===== src/rtl/nn_pkg.sv =====
// Shared types and sizing for the batch inference sequencer and its argmax scanner.
package nn_pkg;
  localparam int unsigned IN_WIDTH  = 784;
  localparam int unsigned N_CLASSES = 10;
  localparam int unsigned SCORE_W   = 128;
  localparam int unsigned IDX_W     = 4;

  typedef logic [SCORE_W-1:0] score_t;

  typedef enum logic [2:0] {
    IDLE,
    SETTLE,
    SCAN,
    EMIT,
    FINISH
  } seq_state_t;
endpackage


===== src/rtl/nn_inference_sequencer_argmax_scan.sv =====
// Sequential argmax: one score per enabled cycle, clear loads the first candidate.
module argmax_scan
  import nn_pkg::*;
(
  input  logic             clk,
  input  logic             rst,
  input  logic             clear,
  input  logic             en,
  input  logic [IDX_W-1:0] idx,
  input  score_t           score,
  output logic [IDX_W-1:0] best_idx
);
  score_t           best_score_q, best_score_d;
  logic [IDX_W-1:0] best_idx_q, best_idx_d;

  // Strict greater-than keeps the earlier index on ties.
  always_comb begin
    best_score_d = best_score_q;
    best_idx_d   = best_idx_q;
    if (en && (clear || (score > best_score_q))) begin
      best_score_d = score;
      best_idx_d   = idx;
    end
  end

  always_ff @(posedge clk) begin
    best_score_q <= best_score_d;
    if (rst) best_idx_q <= '0;
    else     best_idx_q <= best_idx_d;
  end

  assign best_idx = best_idx_q;
endmodule


===== src/rtl/nn_inference_sequencer.sv =====
// Batch inference sequencer: steps image addresses, waits for the network to settle,
// scans the scores for the winner and hands each result out over valid/ready.
module nn_inference_sequencer
  import nn_pkg::*;
#(
  parameter int unsigned NUM_IMAGES    = 4,
  parameter int unsigned SETTLE_CYCLES = 8
) (
  input  logic                        clk,
  input  logic                        rst,
  input  logic                        start,
  input  score_t [N_CLASSES-1:0]      scores,
  output logic [31:0]                 addr,
  output logic                        busy,
  output logic [IDX_W-1:0]            class_out,
  output logic [15:0]                 img_idx,
  output logic                        class_valid,
  input  logic                        class_ready,
  output logic                        done
);
  localparam int CNT_W  = $clog2(SETTLE_CYCLES + 1);
  localparam int SCAN_W = $clog2(N_CLASSES + 1);

  seq_state_t        state_q, state_d;
  logic [CNT_W-1:0]  settle_cnt_q, settle_cnt_d;
  logic [SCAN_W-1:0] scan_idx_q, scan_idx_d;
  logic [31:0]       addr_q, addr_d;
  logic [15:0]       img_idx_q, img_idx_d;
  logic [IDX_W-1:0]  class_out_q, class_out_d;
  logic              busy_q, busy_d;
  logic              class_valid_q, class_valid_d;
  logic              done_q, done_d;

  score_t            scan_score;
  logic              scan_en;
  logic [IDX_W-1:0]  best_idx;

  always_comb begin
    scan_score = '0;
    for (int k = 0; k < int'(N_CLASSES); k++) begin
      if (scan_idx_q == SCAN_W'(k)) scan_score = scores[k];
    end
  end

  assign scan_en = (state_q == SCAN) && (scan_idx_q < SCAN_W'(N_CLASSES));

  argmax_scan u_argmax (
    .clk      (clk),
    .rst      (rst),
    .clear    (scan_idx_q == '0),
    .en       (scan_en),
    .idx      (IDX_W'(scan_idx_q)),
    .score    (scan_score),
    .best_idx (best_idx)
  );

  // The extra SCAN cycle at idx==N_CLASSES lets the last compare land before class_out latches.
  always_comb begin
    state_d       = state_q;
    settle_cnt_d  = settle_cnt_q;
    scan_idx_d    = scan_idx_q;
    addr_d        = addr_q;
    img_idx_d     = img_idx_q;
    class_out_d   = class_out_q;
    busy_d        = busy_q;
    class_valid_d = class_valid_q;
    done_d        = 1'b0;
    unique case (state_q)
      IDLE: begin
        if (start) begin
          state_d      = SETTLE;
          addr_d       = '0;
          img_idx_d    = '0;
          settle_cnt_d = '0;
          busy_d       = 1'b1;
        end
      end
      SETTLE: begin
        settle_cnt_d = settle_cnt_q + 1'b1;
        if (settle_cnt_q == CNT_W'(SETTLE_CYCLES - 1)) begin
          state_d    = SCAN;
          scan_idx_d = '0;
        end
      end
      SCAN: begin
        if (scan_idx_q == SCAN_W'(N_CLASSES)) begin
          state_d       = EMIT;
          class_out_d   = best_idx;
          class_valid_d = 1'b1;
        end else begin
          scan_idx_d = scan_idx_q + 1'b1;
        end
      end
      EMIT: begin
        if (class_valid_q && class_ready) begin
          class_valid_d = 1'b0;
          if (img_idx_q < 16'(NUM_IMAGES - 1)) begin
            addr_d       = addr_q + 32'(IN_WIDTH);
            img_idx_d    = img_idx_q + 16'd1;
            settle_cnt_d = '0;
            state_d      = SETTLE;
          end else begin
            state_d = FINISH;
            done_d  = 1'b1;
          end
        end
      end
      FINISH: begin
        state_d = IDLE;
        busy_d  = 1'b0;
      end
      default: state_d = IDLE;
    endcase
  end

  always_ff @(posedge clk) begin
    if (rst) begin
      state_q       <= IDLE;
      settle_cnt_q  <= '0;
      scan_idx_q    <= '0;
      addr_q        <= '0;
      img_idx_q     <= '0;
      class_out_q   <= '0;
      busy_q        <= 1'b0;
      class_valid_q <= 1'b0;
      done_q        <= 1'b0;
    end else begin
      state_q       <= state_d;
      settle_cnt_q  <= settle_cnt_d;
      scan_idx_q    <= scan_idx_d;
      addr_q        <= addr_d;
      img_idx_q     <= img_idx_d;
      class_out_q   <= class_out_d;
      busy_q        <= busy_d;
      class_valid_q <= class_valid_d;
      done_q        <= done_d;
    end
  end

  assign addr        = addr_q;
  assign busy        = busy_q;
  assign class_out   = class_out_q;
  assign img_idx     = img_idx_q;
  assign class_valid = class_valid_q;
  assign done        = done_q;
endmodule


===== config.mk =====
export PLATFORM = sky130hd
export DESIGN_NAME = nn_inference_sequencer
export DESIGN_NICKNAME = d
export VERILOG_FILES = /design/src/rtl/nn_pkg.sv /design/src/rtl/nn_inference_sequencer_argmax_scan.sv /design/src/rtl/nn_inference_sequencer.sv
export SDC_FILE = /design/constraint.sdc
export NUM_CORES = 1
export LEC_CHECK = 0
export BUFFER_PORTS_ARGS = -buffer_cell sky130_fd_sc_hd__buf_2
export CORE_AREA = 4 4 519 521
export CTS_BUF_LIST = sky130_fd_sc_hd__clkbuf_16
export CTS_CLUSTER_DIAMETER = 80
export DETAILED_ROUTE_END_ITERATION = 6
export DIE_AREA = 0 0 523 525
export HOLD_SLACK_MARGIN = 0.03
export SLEW_MARGIN = 15
export SYNTH_ARGS = -nofsm -noshare
export SYNTH_HDL_FRONTEND = slang
export SYNTH_HIERARCHICAL = 1
export SYNTH_SLANG_ARGS = --single-unit

===== constraint.sdc =====
create_clock -name clk -period 10.9 [get_ports clk]
set_clock_uncertainty 0.05 [all_clocks]
set_input_delay 0.545 -clock clk [delete_from_list [all_inputs] [get_ports clk]]
set_output_delay 0.545 -clock clk [all_outputs]
set_load 0.02 [all_outputs]

[Word level (Yosys, flattened, before mapping)]
Cells that the tools add are included.
Operators by class
  add/subtract/negate cells: 4
  magnitude comparators: 3
  equality and inequality tests: 21
  muxes and demuxes: 37
  bitwise gates (word level): 2
  reduce and logical (&&, ||, !) cells: 19
Operator list (number)
  $mux W128: 10
  $gt A128 B128 Y1: 1
  $mux W32: 3
  $pmux W32 S2: 1
  $mux W16: 3
  $add A32 B10 Y32 const B: 1
  $pmux W16 S2: 1
  $eq A4 B3 Y1 const B: 5
  $mux W4: 5
  $add A16 B1 Y16 const B: 1
  $lt A16 B2 Y1 const B: 1
  $mux W3: 5
  $eq A4 B4 Y1 const B: 3
  $pmux W3 S4: 1
  $pmux W4 S3: 1
  $reduce_and A4 Y1: 3
  $ne A2 B2 Y1 const B: 5
  $add A4 B1 Y4 const B: 2
  $eq A4 B2 Y1 const B: 2
  $pmux W4 S2: 1
  $reduce_bool A2 Y1: 4
  $eq A3 B2 Y1 const B: 2
  $reduce_and A3 Y1: 2
  $eq A4 B1 Y1 const B: 1
  14 further kinds: 22
Word-level totals
  bits in registers: 198
  input port bits: 1284

[Logic depth before layout (Yosys ltp)]
Gate-level depths: netlist (run 1).
  word-level depth: 14
  mapped depth: 21
  depth with buffers taken out: 17

[Cells and area by module]
The synthesis (run 1) kept the hierarchy.
Modules (own cells, without submodules)
  nn_inference_sequencer: instances 1, cells an instance 2149, area each 13661.9 µm²
  argmax_scan: instances 1, cells an instance 628, area each 7379.6 µm²

[Least setup slack after synthesis (run 1)]
Ideal clock, no wire load.
  path type: flip-flop to flip-flop
  from: reg scan_idx_q[1]
  to: reg u_argmax.best_score_q[0], enable pin
  setup time: 498 ps
  data arrival time: 6651 ps
  required time: 10352 ps
  slack: 3701 ps
  cell stages (with the launch flop): 17
  path buffers: 4
  path through: dfxtp_1 inv_1 ha_1 buf_2 clkbuf_1 nand2_1 clkbuf_1 clkbuf_1 a31oi_1 ha_1 nand4_2 or4_4 nor2_1 nand4_2 or2_1 o221ai_2 o21a_1
Between the ends
  word-level cells in the longest chain between the ends: 14
  elaborated cells on any way between the ends: 25
Ends and longest elaborated chain
  start: declaration: RTL line nn_inference_sequencer.sv:26  | logic [SCAN_W-1:0] scan_idx_q, scan_idx_d;
  start signal: assignment: RTL line nn_inference_sequencer.sv:130  | scan_idx_q <= scan_idx_d;
  $logic_not A4 Y1: RTL line nn_inference_sequencer.sv:41  | if (scan_idx_q == SCAN_W'(k)) scan_score = scores[k];
  $mux W128 (9 in a row): RTL line nn_inference_sequencer.sv:41
  $mux W128 *: RTL line nn_inference_sequencer.sv:41
  named net scan_score[78]: RTL line nn_inference_sequencer.sv:34  | score_t scan_score;
  $gt A128 B128 Y1 *: RTL line nn_inference_sequencer_argmax_scan.sv:20  | if (en && (clear || (score > best_score_q))) begin
  $logic_or A1 B1 Y1 *: RTL line nn_inference_sequencer_argmax_scan.sv:20
  $logic_and A1 B1 Y1 *: RTL line nn_inference_sequencer_argmax_scan.sv:20
  end signal: assignment: RTL line nn_inference_sequencer_argmax_scan.sv:27  | best_score_q <= best_score_d;
  end: declaration: RTL line nn_inference_sequencer_argmax_scan.sv:13  | score_t best_score_q, best_score_d;
Mark *: on every way through the listed nets, which the timed path passes. The rest lies on a longest branch.
A chain may end at the register's enable or synchronous reset.

[Worst setup path after layout (run 1)]
  from: reg scan_idx_q[1]
  to: reg u_argmax.best_score_q[80], enable pin
The elaborated chain is that of the path after synthesis.

==> results.sh, run 1 <==
export IMPL_htree_levels=4
export IMPL_synthTopCellsByArea="edfxtp_1, a21oi_1, ha_1"
export IMPL_synth_edf_count=128
export IMPL_yosys_area_top_type_share_pct=18.3
export IMPL_first_pass_iters=5
export IMPL_syn_inst=2777
export IMPL_worst_pin_slew_ps=1360
export IMPL_rr_worst_depth=17
export IMPL_path_max_fanout=75
export IMPL_seq_power_share_pct=35.3
export IMPL_grt_pass1_wl_mm=320
export IMPL_p_per_area_nw_per_um2=67.6
export IMPL_min_period_ps=8110
export IMPL_rows=189
export IMPL_fin_nets=5379
export IMPL_grt_pass1_vias=28900
export IMPL_port_buffers=1334
export IMPL_design_core_area_um2=265000
export IMPL_crit_path_frequent_cell="buf_4"
export IMPL_hold_path_class="in -> reg"
export IMPL_status="finished, final reports clean"
export IMPL_die_x_um=523
export IMPL_overflow=0
export IMPL_yosysTopAreaCell="edfxtp_1"
export IMPL_ios=1339
export IMPL_drive_gt1_share_pct=39.0
export IMPL_utilization_pct=12.5
export IMPL_antenna_found_initial=404
export IMPL_path_cells="inv_1, ha_4, buf_12, buf_4, a21oi_1, a221oi_1, o221ai_1, a31oi_1, ha_1, nand4_1, or2_2, nor4_1, nand3_1, o21ba_2, o221ai_2, o21a_4, buf_4"
export IMPL_grt_max_degree=126
export IMPL_cts_tree="built"
export IMPL_switching_share_pct=31.8
export IMPL_track_usage_pct=18.0
export IMPL_vias_per_cell=4.03
export IMPL_max_freq_mhz=123
export IMPL_start_util_pct=7.95
export IMPL_max_stage_delay_ps=840
export IMPL_synthTopCellsByCount="a21oi_1, inv_1, nand2_1, clkbuf_1, nor2_1"
export IMPL_p_leak_nw=13.7
export IMPL_post_route_period_util_pct=74.4
export IMPL_cp_slowest_cell="a221oi_1"
export IMPL_min_from="class_ready"
export IMPL_hold_buffers=0
export IMPL_vias=30900
export IMPL_cp_required_ps=11030
export IMPL_synth_seq_area_share_pct=24.5
export IMPL_drv_slew=0
export IMPL_ys_ff_latch=194
export IMPL_syn2layout_area_growth_pct=57.2
export IMPL_root_buffer="clkbuf_16"
export IMPL_crit_type="reg -> reg"
export IMPL_drt_iter0_drc=2895
export IMPL_ys_flop_type="edfxtp_1"
export IMPL_max_cap_viol_count=0
export IMPL_async_reset_ff_share_pct=0
export IMPL_die_h_um=525
export IMPL_power_switching_w=0.000712
export IMPL_pwr_share_comb_pct=24.5
export IMPL_cts_sinks=194
export IMPL_r2r_start="scan_idx_q[1]"
export IMPL_post_cts_buffers=0
export IMPL_numCtsBuffers=25
export IMPL_ant_nets=0
export IMPL_worst_ep_arrival_time_ps=8240
export IMPL_dpl_hpwl_mm=228
export IMPL_hold_violations=0
export IMPL_wire_per_inst_um=34.0
export IMPL_start_kind="flop"
export IMPL_internal_power_w=0.00153
export IMPL_cp_end_kind="flop"
export IMPL_die_area_um2=275000
export IMPL_netlist_area_um2=21000
export IMPL_crit_start="scan_idx_q[1]"
export IMPL_endpoint="u_argmax/best_score_q[80]"
export IMPL_drt_total_wl_mm=261
export IMPL_syn_avg_cell_area_um2=7.58
export IMPL_gp_congestion=0.994
export IMPL_rsz0062_at_grt="no"
export IMPL_insertion_delay_ps=580
export IMPL_rrSetupSlack_ps=2790
export IMPL_remaining_drc_errors=0
export IMPL_ir_drop_uv=87.4
export IMPL_cts_resized=0
export IMPL_relSlewSlack_pct=9.56
export IMPL_r2r_end="u_argmax/best_score_q[80]"
export IMPL_setup_tns_ps=0
export IMPL_synth_distinct_cells=75
export IMPL_setup_violations=0
export IMPL_synth_most_common_cell="a21oi_1"
export IMPL_synth_warnings=6
export IMPL_clockPowerShare_pct=40.2
export IMPL_cts_buffer_depth=3
export IMPL_clk_pin_slew_ps=100
## stage by stage
step	worst slack, ps	hold slack, ps	total power (W)	area [µm²]	instances
global placement	2620	414	0.00136	31900	7462
finish	2790	300	0.00224	33100	7666
detailed placement	2520	418	0.00135	31900	7465
floorplan	3700	406	0.000967	21100	2780
global route	2240	262	0.00235	32900	7593
CTS	2440	218	0.00230	32600	7498
## area by class of cell
cell class	instances	area [µm²]
clock inverters	8	123
diodes	167	418
repair buffers	1420	7460
well taps	3533	4420
inverters	273	1020
multi-input cells	2046	13800
flip-flops and latches	194	5160
clock buffers	25	626
fillers	30900	232000
## power by group through the flow
stage / Combinational [W] / Clock [W] / Sequential, W
global route: 0.000591 / 0.000972 / 0.000791
finish: 0.000547 / 0.000899 / 0.000790
CTS: 0.000551 / 0.000962 / 0.000790
global placement: 0.000549 / 0 / 0.000807
detailed placement: 0.000547 / 0 / 0.000807
floorplan: 0.000161 / 0 / 0.000805
## flip-flops by register name, indices dropped and copies added, names as in the netlist
| signal | flops |
|---|---|
| u_argmax/best_score_q | 128 |
| addr | 28 |
| settle_cnt_q | 4 |
| img_idx | 16 |
| done | 1 |
| u_argmax/best_idx | 4 |
| state_q | 3 |
| busy | 1 |
| class_out | 4 |
| scan_idx_q | 4 |
| class_valid | 1 |
## critical path, delay by kind of cell (launching register included)
| family | cells | cell delay (ps) |
|---|---|---|
| AO/OA/AOI/OAI | 7 | 2940 |
| AND/OR/NAND/NOR | 4 | 1630 |
| buffers and inverters | 4 | 1580 |
| adder cells (fa/ha/maj) | 2 | 810 |
| flip-flops | 1 | 410 |
## worst min path at each step
stage	end	slack [ps]	cells past startpoint
2_1_floorplan	class_out[0]	410	2
3_3_place_gp	busy	410	2
3_5_place_dp	img_idx[14]	420	1
4_1_cts	class_valid	220	4
5_1_grt	class_valid	260	4
6_report	class_valid	300	4
## placed cells by master (no fill, tap or decap), types with 47 or more instances in the layout
cell type / n
inv_1: 273
a221oi_1: 135
diode_2: 167
a31oi_1: 130
nand4_1: 47
buf_4: 74
nand3b_1: 129
nand2_1: 187
buf_2: 1335
o221ai_1: 74
o221ai_2: 54
edfxtp_1: 128
a21oi_1: 465
o21ai_0: 143
a22o_1: 123
ha_1: 132
dfxtp_1: 66
nor2_1: 161
## metal layers
| metal | global-route usage, % | up-vias | routed length, µm |
|---|---|---|---|
| met5 | 0 | - | 1280 |
| met4 | 5.85 | 202 | 11600 |
| met3 | 7.23 | 724 | 28400 |
| met2 | 29.3 | 2140 | 116000 |
| met1 | 21.5 | 14600 | 103000 |
| li1 | - | 13200 | - |
## cell families (layout without fill, tap and decap cells)
logic type	after synthesis	in the layout	share of synthesized area, %
adder cells (fa/ha/maj)	135	135	8.03
flip-flops	194	194	24.5
AND/OR/NAND/NOR	671	671	16.7
AO/OA/AOI/OAI	1227	1227	39.9
other	1	171	0.0178
XOR/XNOR	5	5	0.208
buffers and inverters	540	1726	10.4
multiplexers	4	4	0.190
(Power assumes the default switching activity.)
==> inputs of run 2 (changes only) <==
==> constraint.sdc (replaced) <==
create_clock -name clk -period 7.35 [get_ports clk]
set_clock_uncertainty 0.05 [all_clocks]
set_input_delay 0.3675 -clock clk [delete_from_list [all_inputs] [get_ports clk]]
set_output_delay 0.3675 -clock clk [all_outputs]
set_load 0.02 [all_outputs]
==> run 2 against run 1 <==
  * Register-to-register slack worse by 2300 ps
  * Clock power up 28%
  * Final cell count up 0.57%
  * Global-route usage down 0.14 points
  * Non-clock buffer count up 83
  * Hold slack worse by 140 ps
  * Critical path depth up 1
  * Largest cell class unchanged
  * Largest power group is now registers
==> results.sh, run 2 (synthesized netlist as in run 1, its figures left out) <==
export IMPL_cp_required_ps=7410
export IMPL_status="finished, final reports clean"
export IMPL_post_cts_buffers=0
export IMPL_clk_pin_slew_ps=130
export IMPL_hold_violations=0
export IMPL_die_h_um=525
export IMPL_port_buffers=1334
export IMPL_setup_tns_ps=0
export IMPL_die_area_um2=275000
export IMPL_cts_resized=0
export IMPL_drt_total_wl_mm=258
export IMPL_wire_per_inst_um=33.5
export IMPL_largest_reg_flops=128
export IMPL_gp_congestion=0.992
export IMPL_layout_commonest_cell="buf_2"
export IMPL_hold_buffers=0
export IMPL_worst_ep_arrival_time_ps=6880
export IMPL_remaining_drc_errors=0
export IMPL_final_cell_mix="buf_2, a21oi_1, inv_1, nand2_1, nor2_1"
export IMPL_cts_tree="built"
export IMPL_antenna_found_initial=343
export IMPL_p_leak_nw=14.1
export IMPL_rows=189
export IMPL_min_period_ps=6820
export IMPL_worst_pin_slew_ps=1250
export IMPL_placed_area_um2=32700
export IMPL_n_fill_cell=30800
export IMPL_max_freq_mhz=147
export IMPL_rsz0062_at_grt="no"
export IMPL_syn2layout_area_growth_pct=59.9
export IMPL_start_kind="flop"
export IMPL_root_buffer="clkbuf_16"
export IMPL_cts_buffer_depth=2
export IMPL_hold_path_class="in -> reg"
export IMPL_track_usage_pct=17.9
export IMPL_crit_type="reg -> reg"
export IMPL_overflow=0
export IMPL_ir_drop_uv=175
export IMPL_htree_levels=4
export IMPL_grt_max_degree=98
export IMPL_cp_end_kind="flop"
export IMPL_relSlewSlack_pct=15.7
export IMPL_max_cap_viol_count=0
export IMPL_dpl_hpwl_mm=228
export IMPL_ant_nets=0
export IMPL_path_max_fanout=88
export IMPL_fin_nets=5454
export IMPL_vias_per_cell=4.03
export IMPL_drt_iter0_drc=2763
export IMPL_finalWorstSetupSlack_ps=532
export IMPL_die_x_um=523
export IMPL_insertion_delay_ps=570
export IMPL_largest_register="u_argmax/best_score_q"
export IMPL_drive_gt1_share_pct=40.1
export IMPL_grt_pass1_vias=28900
export IMPL_ios=1339
export IMPL_cts_sinks=194
export IMPL_p_per_area_nw_per_um2=93.4
export IMPL_numCtsBuffers=17
export IMPL_grt_pass1_wl_mm=317
export IMPL_design_core_area_um2=265000
export IMPL_vias=31000
export IMPL_setup_violations=0
export IMPL_stdcell_area_um2=33600
export IMPL_first_pass_iters=7
export IMPL_dp_slack_ps=400
export IMPL_drv_slew=0
export IMPL_start_util_pct=7.95
export IMPL_post_route_period_util_pct=92.8
run 2: changes by cell type in the layout (fill, tap and decap cells not counted), moves of 6 or more:
| cell | change |
|---|---|
| o21ai_0 | +6 |
| clkbuf_16 | -8 |
| diode_2 | -38 |
| buf_12 | +15 |
| o21ai_1 | -6 |
| buf_4 | +68 |
run 2: critical path, cell delays in order (launching register included):
cell and delay, ps:
dfxtp_1 410, inv_1 200, ha_4 550, buf_12 370, buf_4 400, a21oi_1 110
a221oi_1 380, buf_4 240, o221ai_2 100, a31oi_1 330, ha_1 300, nand4_1 230
inv_1 70, a221oi_1 630, o211ai_1 260, nand2_1 370, nand2_1 320, o21a_4 310
buf_12 220
run 2: layer usage:
layer	wire length (µm)	global-route usage, %
met1	103000	21.3
met2	117000	29.1
met3	26800	7.31
met4	10200	5.59
met5	1330	0
run 2: final timing paths:
kind / startpoint / slack, ps / cells past startpoint / to
setup / recovery: scan_idx_q[1] / 530 / 18 / u_argmax/best_score_q[103]
hold / removal: scores[1240] / 150 / 3 / u_argmax/best_score_q[88]
setup reg to reg: scan_idx_q[1] / 530 / 18 / u_argmax/best_score_q[103]
hold reg to reg: busy / 440 / 2 / busy
run 2: power breakdown:
| group | switching (W) | internal, W | total, W |
|---|---|---|---|
| Sequential | 0.00000851 | 0.00116 | 0.00117 |
| Clock | 0.000659 | 0.000495 | 0.00115 |
| Combinational | 0.000426 | 0.000389 | 0.000815 |
| Total | 0.00109 | 0.00205 | 0.00314 |
run 2: per-stage QoR:
step                power, W  utilization (%)  std cells  hold WS, ps
CTS                  0.00324             12.6       7581         44.0
global route         0.00331             12.7       7659         93.0
floorplan            0.00143                -       2780          389
global placement     0.00201             12.3       7546          412
finish               0.00314             12.7       7710          155
detailed placement   0.00201             12.4       7549          414
run 2: area by class of cell:
type | count | area, µm² | area share (%)
inverter | 273 | 1020 | 3.05
sequential | 194 | 5160 | 15.4
antenna | 129 | 323 | 0.960
timing repair buffer | 1503 | 8270 | 24.6
clock inverter | 15 | 185 | 0.550
multi-input combinational | 2046 | 13800 | 41.1
tap | 3533 | 4420 | 13.1
clock buffer | 17 | 425 | 1.26
